File: config.mk
export PLATFORM = sky130hd
export DESIGN_NAME = store_queue
export DESIGN_NICKNAME = d
export VERILOG_FILES = /design/src/rtl/store_queue.sv
export SDC_FILE = /design/constraint.sdc
export NUM_CORES = 1
export LEC_CHECK = 0
export BUFFER_PORTS_ARGS = -buffer_cell sky130_fd_sc_hd__buf_2
export CAP_MARGIN = 20
export CORE_MARGIN = 2
export CORE_UTILIZATION = 35
export CTS_CLUSTER_DIAMETER = 100
export DETAILED_ROUTE_END_ITERATION = 12
export PLACE_DENSITY = 0.52
export SLEW_MARGIN = 10
export SYNTH_ARGS = -nofsm -noshare
export SYNTH_HDL_FRONTEND = slang
export SYNTH_SLANG_ARGS = --single-unit
File: constraint.sdc
create_clock -name clk -period 23.4 [get_ports clk]
set_input_delay 4.68 -clock clk [delete_from_list [all_inputs] [get_ports clk]]
set_output_delay 4.68 -clock clk [all_outputs]
set_load 0.01 [all_outputs]
File: src/rtl/store_queue.sv
// store_queue: circular store buffer split into committed and speculative regions, with drain and load probe.
// Define STORE_QUEUE_FWD_EN for youngest-entry data forwarding; otherwise a matching load only sees a conflict.
module store_queue #(
    parameter int DEPTH = 8,
    parameter int CW    = 2
) (
    input  logic                    clk,
    input  logic                    rst,
    input  logic                    enq_valid,
    input  logic [6:0]              enq_id,
    input  logic                    enq_cache,
    input  logic [31:0]             enq_addr,
    input  logic [1:0]              enq_size,
    input  logic [31:0]             enq_data,
    output logic                    enq_ready,
    input  logic [$clog2(CW+1)-1:0] com_cnt,
    input  logic                    rb,
    output logic                    drn_valid,
    output logic                    drn_cache,
    output logic [31:0]             drn_addr,
    output logic [1:0]              drn_size,
    output logic [31:0]             drn_data,
    output logic [3:0]              drn_strobe,
    input  logic                    drn_ready,
    output logic                    empty,
    output logic                    half,
    output logic                    full,
    input  logic [31:0]             ld_addr,
    input  logic [1:0]              ld_size,
    output logic                    fwd_hit,
    output logic [31:0]             fwd_data,
    output logic                    fwd_conflict
);
    localparam int AW   = $clog2(DEPTH);
    localparam int PW   = AW + 1;
    localparam int CNTW = $clog2(CW + 1);
    localparam int MW   = (CNTW > PW) ? CNTW : PW;

    typedef logic [PW-1:0] ptr_t;

    ptr_t head_q, head_d, cmt_q, cmt_d, tail_q, tail_d;
    ptr_t occ, spec;
    logic push, pop;
    logic [MW-1:0] com_w, spec_w, commit;

    logic        ram_cache [DEPTH];
    logic [31:0] ram_addr  [DEPTH];
    logic [1:0]  ram_size  [DEPTH];
    logic [31:0] ram_data  [DEPTH];

    function automatic logic [3:0] strobe_of(input logic [1:0] size, input logic [1:0] lo);
        case (size)
            2'd1:    strobe_of = 4'b0001 << lo;
            2'd2:    strobe_of = lo[1] ? 4'b1100 : 4'b0011;
            2'd3:    strobe_of = 4'b1111;
            default: strobe_of = 4'b0000;
        endcase
    endfunction

    assign occ       = tail_q - head_q;
    assign full      = (occ == PW'(DEPTH));
    assign empty     = (occ == '0);
    assign half      = (occ >= PW'(DEPTH / 2));
    assign enq_ready = !full;
    assign drn_valid = (head_q != cmt_q);
    assign push      = enq_valid && !full && !rb;
    assign pop       = drn_valid && drn_ready;

    always_comb begin
        spec   = tail_q - cmt_q;
        com_w  = MW'(com_cnt);
        spec_w = MW'(spec);
        commit = (com_w < spec_w) ? com_w : spec_w;
        head_d = head_q + PW'(pop);
        cmt_d  = cmt_q + PW'(commit);
        // Rollback trims to the commit point after this cycle's commit has landed.
        tail_d = rb ? cmt_d : tail_q + PW'(push);
    end

    // NOTE: state registers use non-blocking assignments so every flop samples pre-edge values.
    always_ff @(posedge clk) begin
        if (rst) begin
            head_q <= '0;
            cmt_q  <= '0;
            tail_q <= '0;
        end else begin
            head_q <= head_d;
            cmt_q  <= cmt_d;
            tail_q <= tail_d;
        end
    end

    // NOTE: payload RAM is not reset; the pointers alone decide which slots are live.
    always_ff @(posedge clk) begin
        if (push) begin
            ram_cache[tail_q[AW-1:0]] <= enq_cache;
            ram_addr[tail_q[AW-1:0]]  <= enq_addr;
            ram_size[tail_q[AW-1:0]]  <= enq_size;
            ram_data[tail_q[AW-1:0]]  <= enq_data;
        end
    end

    assign drn_cache  = ram_cache[head_q[AW-1:0]];
    assign drn_addr   = ram_addr[head_q[AW-1:0]];
    assign drn_size   = ram_size[head_q[AW-1:0]];
    assign drn_data   = ram_data[head_q[AW-1:0]];
    assign drn_strobe = strobe_of(drn_size, drn_addr[1:0]);

    logic [AW-1:0] idx;
    logic          live;
    logic          match;

`ifdef STORE_QUEUE_FWD_EN
    logic [3:0]  ld_strobe;
    logic [3:0]  ent_strobe;
    logic        found;
    logic        y_cover;
    logic [31:0] y_data;
    logic        unused_id;

    assign unused_id = ^enq_id;

    // NOTE: every variable gets a default before the loop so no latch is inferred.
    always_comb begin
        ld_strobe  = strobe_of(ld_size, ld_addr[1:0]);
        found      = 1'b0;
        y_cover    = 1'b0;
        y_data     = '0;
        idx        = '0;
        live       = 1'b0;
        match      = 1'b0;
        ent_strobe = '0;
        // Walk oldest to youngest so the last overlapping entry is the one kept.
        for (int i = 0; i < DEPTH; i++) begin
            idx        = head_q[AW-1:0] + AW'(i);
            live       = (PW'(i) < occ);
            ent_strobe = strobe_of(ram_size[idx], ram_addr[idx][1:0]);
            match      = live && (ram_addr[idx][31:2] == ld_addr[31:2])
                         && ((ent_strobe & ld_strobe) != 4'b0000);
            if (match) begin
                found   = 1'b1;
                y_cover = ram_cache[idx] && ((ent_strobe & ld_strobe) == ld_strobe);
                y_data  = ram_data[idx];
            end
        end
        fwd_hit      = found && y_cover;
        fwd_conflict = found && !y_cover;
        fwd_data     = fwd_hit ? y_data : '0;
    end
`else
    logic unused_ld;

    assign unused_ld = ^{enq_id, ld_size, ld_addr[1:0]};
    assign fwd_hit   = 1'b0;
    assign fwd_data  = '0;

    always_comb begin
        fwd_conflict = 1'b0;
        idx          = '0;
        live         = 1'b0;
        match        = 1'b0;
        for (int i = 0; i < DEPTH; i++) begin
            idx   = head_q[AW-1:0] + AW'(i);
            live  = (PW'(i) < occ);
            match = live && (ram_addr[idx][31:2] == ld_addr[31:2]);
            if (match) fwd_conflict = 1'b1;
        end
    end
`endif

endmodule

-- Word level (Yosys, flattened, before mapping)
Memory sizes are Yosys's and may differ from the RTL's. A register that Yosys moved wholly into a read port is not among the register bits.
Cells that the tools add are included.
- register bits after elaboration: 12
- RAM bits: 536
- input port bits: 115
- output and inout port bits: 110
- logic and storage cells: 75
- memories: 4
- memories (name ; words ; width ; read ports ; clocked after Yosys merged registers in ; write ports ; RTL line ; RTL):
    ram_addr ; 8 ; 32 ; 8 ; 1 ; 1 ; 47 ; logic [31:0] ram_addr [DEPTH];
    ram_data ; 8 ; 32 ; 1 ; 1 ; 1 ; 49 ; logic [31:0] ram_data [DEPTH];
    ram_size ; 8 ; 2 ; 1 ; 1 ; 1 ; 48 ; logic [1:0] ram_size [DEPTH];
    ram_cache ; 8 ; 1 ; 1 ; 1 ; 1 ; 46 ; logic ram_cache [DEPTH];
- add/sub/neg operators: 12
- order comparisons: 10
- eq/ne operators: 13
- shifts and indexed selects: 1
- mux-type cells: 18
- reduce and logical (&&, ||, !) cells: 14
- operators with widths (kind ; count):
    == test 30 bit ; 8
    < comparator 3 x 4 -> 1 bit, first input constant ; 4
    adder 3 bit, second input constant ; 4
    2-to-1 mux 3 bit ; 4
    2-to-1 mux 4 bit ; 3
    case mux 4 bit (3 select lines) ; 1
    logical AND 1 bit ; 11
    2-to-1 mux 1 bit ; 10
    adder 4 x 1 -> 4 bit ; 2
    < comparator 1 x 4 -> 1 bit, first input constant ; 2
    < comparator 2 x 4 -> 1 bit, first input constant ; 2
    subtractor 4 bit ; 2
    adder 3 x 2 -> 3 bit, second input constant ; 2
    adder 4 bit ; 1
    == test 2 bit, second input constant ; 2
    == test 4 bit, second input constant ; 1
    >= comparator 4 x 3 -> 1 bit, second input constant ; 1
    logical NOT 4 bit ; 1
    < comparator 2 x 4 -> 1 bit ; 1
    inequality test 4 bit ; 1
    << shifter 1 x 2 -> 4 bit, first input constant ; 1
    adder 3 x 1 -> 3 bit, second input constant ; 1
    == test 2 x 1 -> 1 bit, second input constant ; 1
    logical NOT 1 bit ; 2

-- Logic depth before layout (Yosys ltp)
- depth after elaboration: 11
- gate-level depth with buffers: 19
- gate-level depth less buffers: 16

-- Worst setup path after synthesis
OpenSTA, ideal clock, no wires.
- path type: input -> output
- from: input port ld_addr[18]
- to: output port fwd_conflict
- arrival time: 6.359 ns
- path slack: 12.361 ns
- stages: 9
- path buffers: 1
- path through: clkbuf_1 > clkinv_1 > xnor2_1 > or4_1 > o22ai_1 > nand4_1 > nor3_1 > a21oi_1 > nand4_1
- cells in the longest elaborated chain, start to end: 10
- ends and longest elaborated chain (element ; RTL line ; RTL):
    start, declared ; 28 ; input logic [31:0] ld_addr,
    == test 30 bit ; 165 ; match = live && (ram_addr[idx][31:2] == ld_addr[31:2]);
    logical AND 1 bit ; 165 ;
    2-to-1 mux 1 bit (7 in a row) ; 166 ; if (match) fwd_conflict = 1'b1;
    2-to-1 mux 1 bit (*) ; 166 ;
    end, declared ; 32 ; output logic fwd_conflict
Every way passes the cells marked *; elsewhere a longest branch is shown, timed or not.

-- Final worst setup path
- from: input port ld_addr[4]
- to: output port fwd_conflict
The elaborated chain is that of the path after synthesis.

==> results.sh <==
export IMPL_critical_path_buf_inv_count=2
export IMPL_routed_top_layer="met5"
export IMPL_route_detailed_drc=0
export IMPL_p_int_mw=2.743
export IMPL_placed_cell_area_um2=36870
export IMPL_worst_pin_slew_ps=1144
export IMPL_cp_start_kind="input port"
export IMPL_async_flop_share=0
export IMPL_mappedNetlistArea_um2=34990
export IMPL_fin_skew_ps=38.50
export IMPL_dieArea_um2=102500
export IMPL_numCtsBuffers=67
export IMPL_cts_htree_levels=3
export IMPL_row_count=115
export IMPL_worstPathMaxFanout=9
export IMPL_cp_required_ps=18720
export IMPL_yosys_area_share_simple=0.07835
export IMPL_routed_wl_met2_mm=56.28
export IMPL_fmax_mhz=83.65
export IMPL_finalMaxSlewViolations=0
export IMPL_power_density_nw_per_um2=118.9
export IMPL_fin_nets=2626
export IMPL_synth_compound_area_frac=0.04978
export IMPL_crit_slowest_cell="xnor2_1"
export IMPL_gp_congestion=0.9580
export IMPL_drive_above_1_share=0.3040
export IMPL_drt_first_iter_violations=2743
export IMPL_yosys_warnings=0
export IMPL_grt_max_degree=129
export IMPL_worstHoldPathType="reg -> reg"
export IMPL_wl_mm=117.1
export IMPL_synthFlopType="edfxtp_1"
export IMPL_ys_seq_area_frac=0.4669
export IMPL_dp_hpwl_mm=79.47
export IMPL_yosysUniqueCellTypes=68
export IMPL_yosys_area_share_adder=0.007795
export IMPL_vias_per_cell=6.134
export IMPL_vias=23480
export IMPL_synthToLayoutAreaGrowth_pct=11.41
export IMPL_io_pins=225
export IMPL_status="complete, no violations"
export IMPL_syn_avg_cell_area_um2=14.64
export IMPL_relSlewSlack=0.2266
export IMPL_min_period_over_period=0.5109
export IMPL_clk_pin_slew_ps=60
export IMPL_power_frac_seq=0.262
export IMPL_final_util=0.3949
export IMPL_wl_met3_mm=8.983
export IMPL_maxCapViolations=0
export IMPL_cp_slowest_stage_delay_ps=550
export IMPL_die_x_um=320.2
export IMPL_combPwrFrac=0.522
export IMPL_synth_edf_count=536
export IMPL_post_route_min_period_ps=11950
export IMPL_p_clk_frac=0.216
export IMPL_hold_ws_ps=594.9
export IMPL_grt_usage=0.2262
export IMPL_antenna_found_initial=22
export IMPL_leakage_nw=12.29
export IMPL_synth_xor_area_share=0.05407
export IMPL_hold_viol_final=0
export IMPL_wl_per_cell_um=30.60
export IMPL_clkSinkCount=548
export IMPL_port_buffer_count=180
export IMPL_endpoint_kind="output pin"
export IMPL_synthCells=2390
export IMPL_wl_met1_mm=47.78
export IMPL_core_area_um2=98710
export IMPL_cts_resized=0
export IMPL_p_sw_mw=1.891
export IMPL_finalInstanceArea_um2=38980
export IMPL_grt_setup_unrepaired="false"
export IMPL_first_pass_iters=5
export IMPL_fin_tns_setup_ps=0
export IMPL_path_cells="buf_2 > xnor2_1 > nand2_1 > o21ai_0 > nand4_1 > nor3_1 > nand3_1 > nand4_1 > buf_2"
export IMPL_insertion_delay_ps=640
export IMPL_report_power_total_mw=4.634
export IMPL_start_util=0.3545
export IMPL_hold_buffers=0
export IMPL_grt_pass1_vias=23220
export IMPL_crit_family="simple AND/OR/NAND/NOR gates"
export IMPL_cts_buffer_depth=3
export IMPL_die_y_um=320.2
export IMPL_ys_seq_elements=548
export IMPL_synth_mux_area_frac=0.3030
export IMPL_synth_top_family_by_area="multiplexers"
export IMPL_cts_tree="yes"
export IMPL_ir_drop_mv=0.1422
export IMPL_critPathArrivalTime_ps=7270
export IMPL_grt_overflow=0
export IMPL_grt_pass1_wl_mm=169.8
export IMPL_cts_root_buf="clkbuf_16"
export IMPL_ant_nets=0
export IMPL_p_sw_frac=0.4080
export IMPL_setup_violations=0
export IMPL_postCtsSetupBuffers=0
export IMPL_worstSetupPathType="in -> out"
==> kinds of logic (layout without fill, tap and decap cells) <==
kind of cell	Yosys count	after routing
AO/OA/AOI/OAI	243	243
XOR/XNOR	216	216
adder cells (fa/ha/maj)	20	20
buffers and inverters	259	372
flip-flops	548	548
multiplexers	551	551
other	1	39
AND/OR/NAND/NOR	552	552
==> metal layers <==
metal	global-route usage	vias up
met5	0	-
met4	0.07115	22
met3	0.04508	204
met2	0.3678	1063
met1	0.3053	12330
li1	-	9857
==> final cells by class <==
class / instances / area [um^2]
Antenna cell: 5 / 12.51
Timing Repair Buffer: 228 / 1286
Clock inverter: 38 / 371.6
Multi-Input combinational cell: 1616 / 17510
Inverter: 30 / 115.1
Fill cell: 9171 / 59720
Tap cell: 1287 / 1610
Clock buffer: 76 / 1732
Sequential cell: 548 / 16350
==> worst paths after layout <==
| check | depth (start not counted) | to | slack (ps) | startpoint |
|---|---|---|---|---|
| hold reg to reg | 2 | cmt_q[3] | 590 | cmt_q[3] |
| setup reg to reg | 12 | ram_data[4][4] | 17150 | head_q[1] |
| hold / removal | 2 | cmt_q[3] | 590 | cmt_q[3] |
| setup / recovery | 9 | fwd_conflict | 11450 | ld_addr[4] |
==> registers in the layout, indices dropped and copies added (netlist names) <==
name / flops
head_q: 4
ram_addr: 256
tail_q: 4
cmt_q: 4
ram_data: 256
ram_size: 16
ram_cache: 8
==> power groups by stage <==
stage	combinational, mW	clock [mW]	sequential (mW)
finish	2.42	1.00	1.21
global route	2.56	1.07	1.22
CTS	2.43	1.03	1.21
detailed placement	2.41	0	1.23
global placement	2.40	0	1.23
floorplan	1.72	0	1.20
==> stage by stage <==
stage / setup WS, ps / instances
floorplan: 12360 / 2423
global placement: 11530 / 3709
detailed placement: 11550 / 3709
CTS: 11550 / 3823
global route: 11390 / 3824
finish: 11450 / 3828
==> placed cells by master (no fill, tap or decap), types with 23 or more instances in the layout <==
master / Yosys / layout
inv_1: 24 / 23
conb_1: 1 / 34
o21ai_0: 28 / 28
a21oi_1: 36 / 36
nand4_1: 41 / 41
buf_2: 78 / 180
nor2b_1: 64 / 63
nand3_1: 31 / 31
nand2_1: 191 / 191
a221oi_1: 23 / 23
a211oi_1: 55 / 55
xnor2_1: 179 / 177
edfxtp_1: 536 / 536
xor2_1: 37 / 35
mux4_2: 405 / 405
clkbuf_16: 0 / 68
nor4_1: 46 / 46
nor2_1: 94 / 88
mux2i_1: 130 / 130
buf_4: 74 / 46
==> cell usage after synthesis, drive strengths merged (6+ instances only) <==
cell     number  area [um^2]
a211oi       55        412.9
a21oi        36        180.2
a221oi       23        201.4
a22oi        10        75.07
a31oi         8        50.05
and2          8        50.05
and3          6        37.54
buf         177         1092
clkbuf       52        195.2
dfxtp        12        240.2
edfxtp      536        16100
ha           17        212.7
inv          25        93.84
mux2         16        180.2
mux2i       130         1301
mux4        405         9121
nand2       191        716.9
nand2b       15        93.84
nand3        31        155.2
nand4        41        256.5
nor2         94        352.8
nor2b        64        400.4
nor3         19        95.09
nor4         46        287.8
nor4b        13        113.9
o2111ai       8        70.07
o211ai        7        52.55
o21ai        28        140.1
o22ai         8        50.05
o31a         12        105.1
o31ai        14        105.1
xnor2       179         1568
xor2         37        324.1
==> worst register-to-register path, stage by stage (launching register included) <==
cell	delay [ps]
dfxtp_4	600
buf_4	620
inv_1	530
ha_1	440
nand3b_1	100
nand3_1	120
nor2b_1	500
nor3_1	300
nor3b_1	380
nand2_1	290
nor2_4	790
buf_4	590
buf_4	590
(Power assumes the default switching activity.)
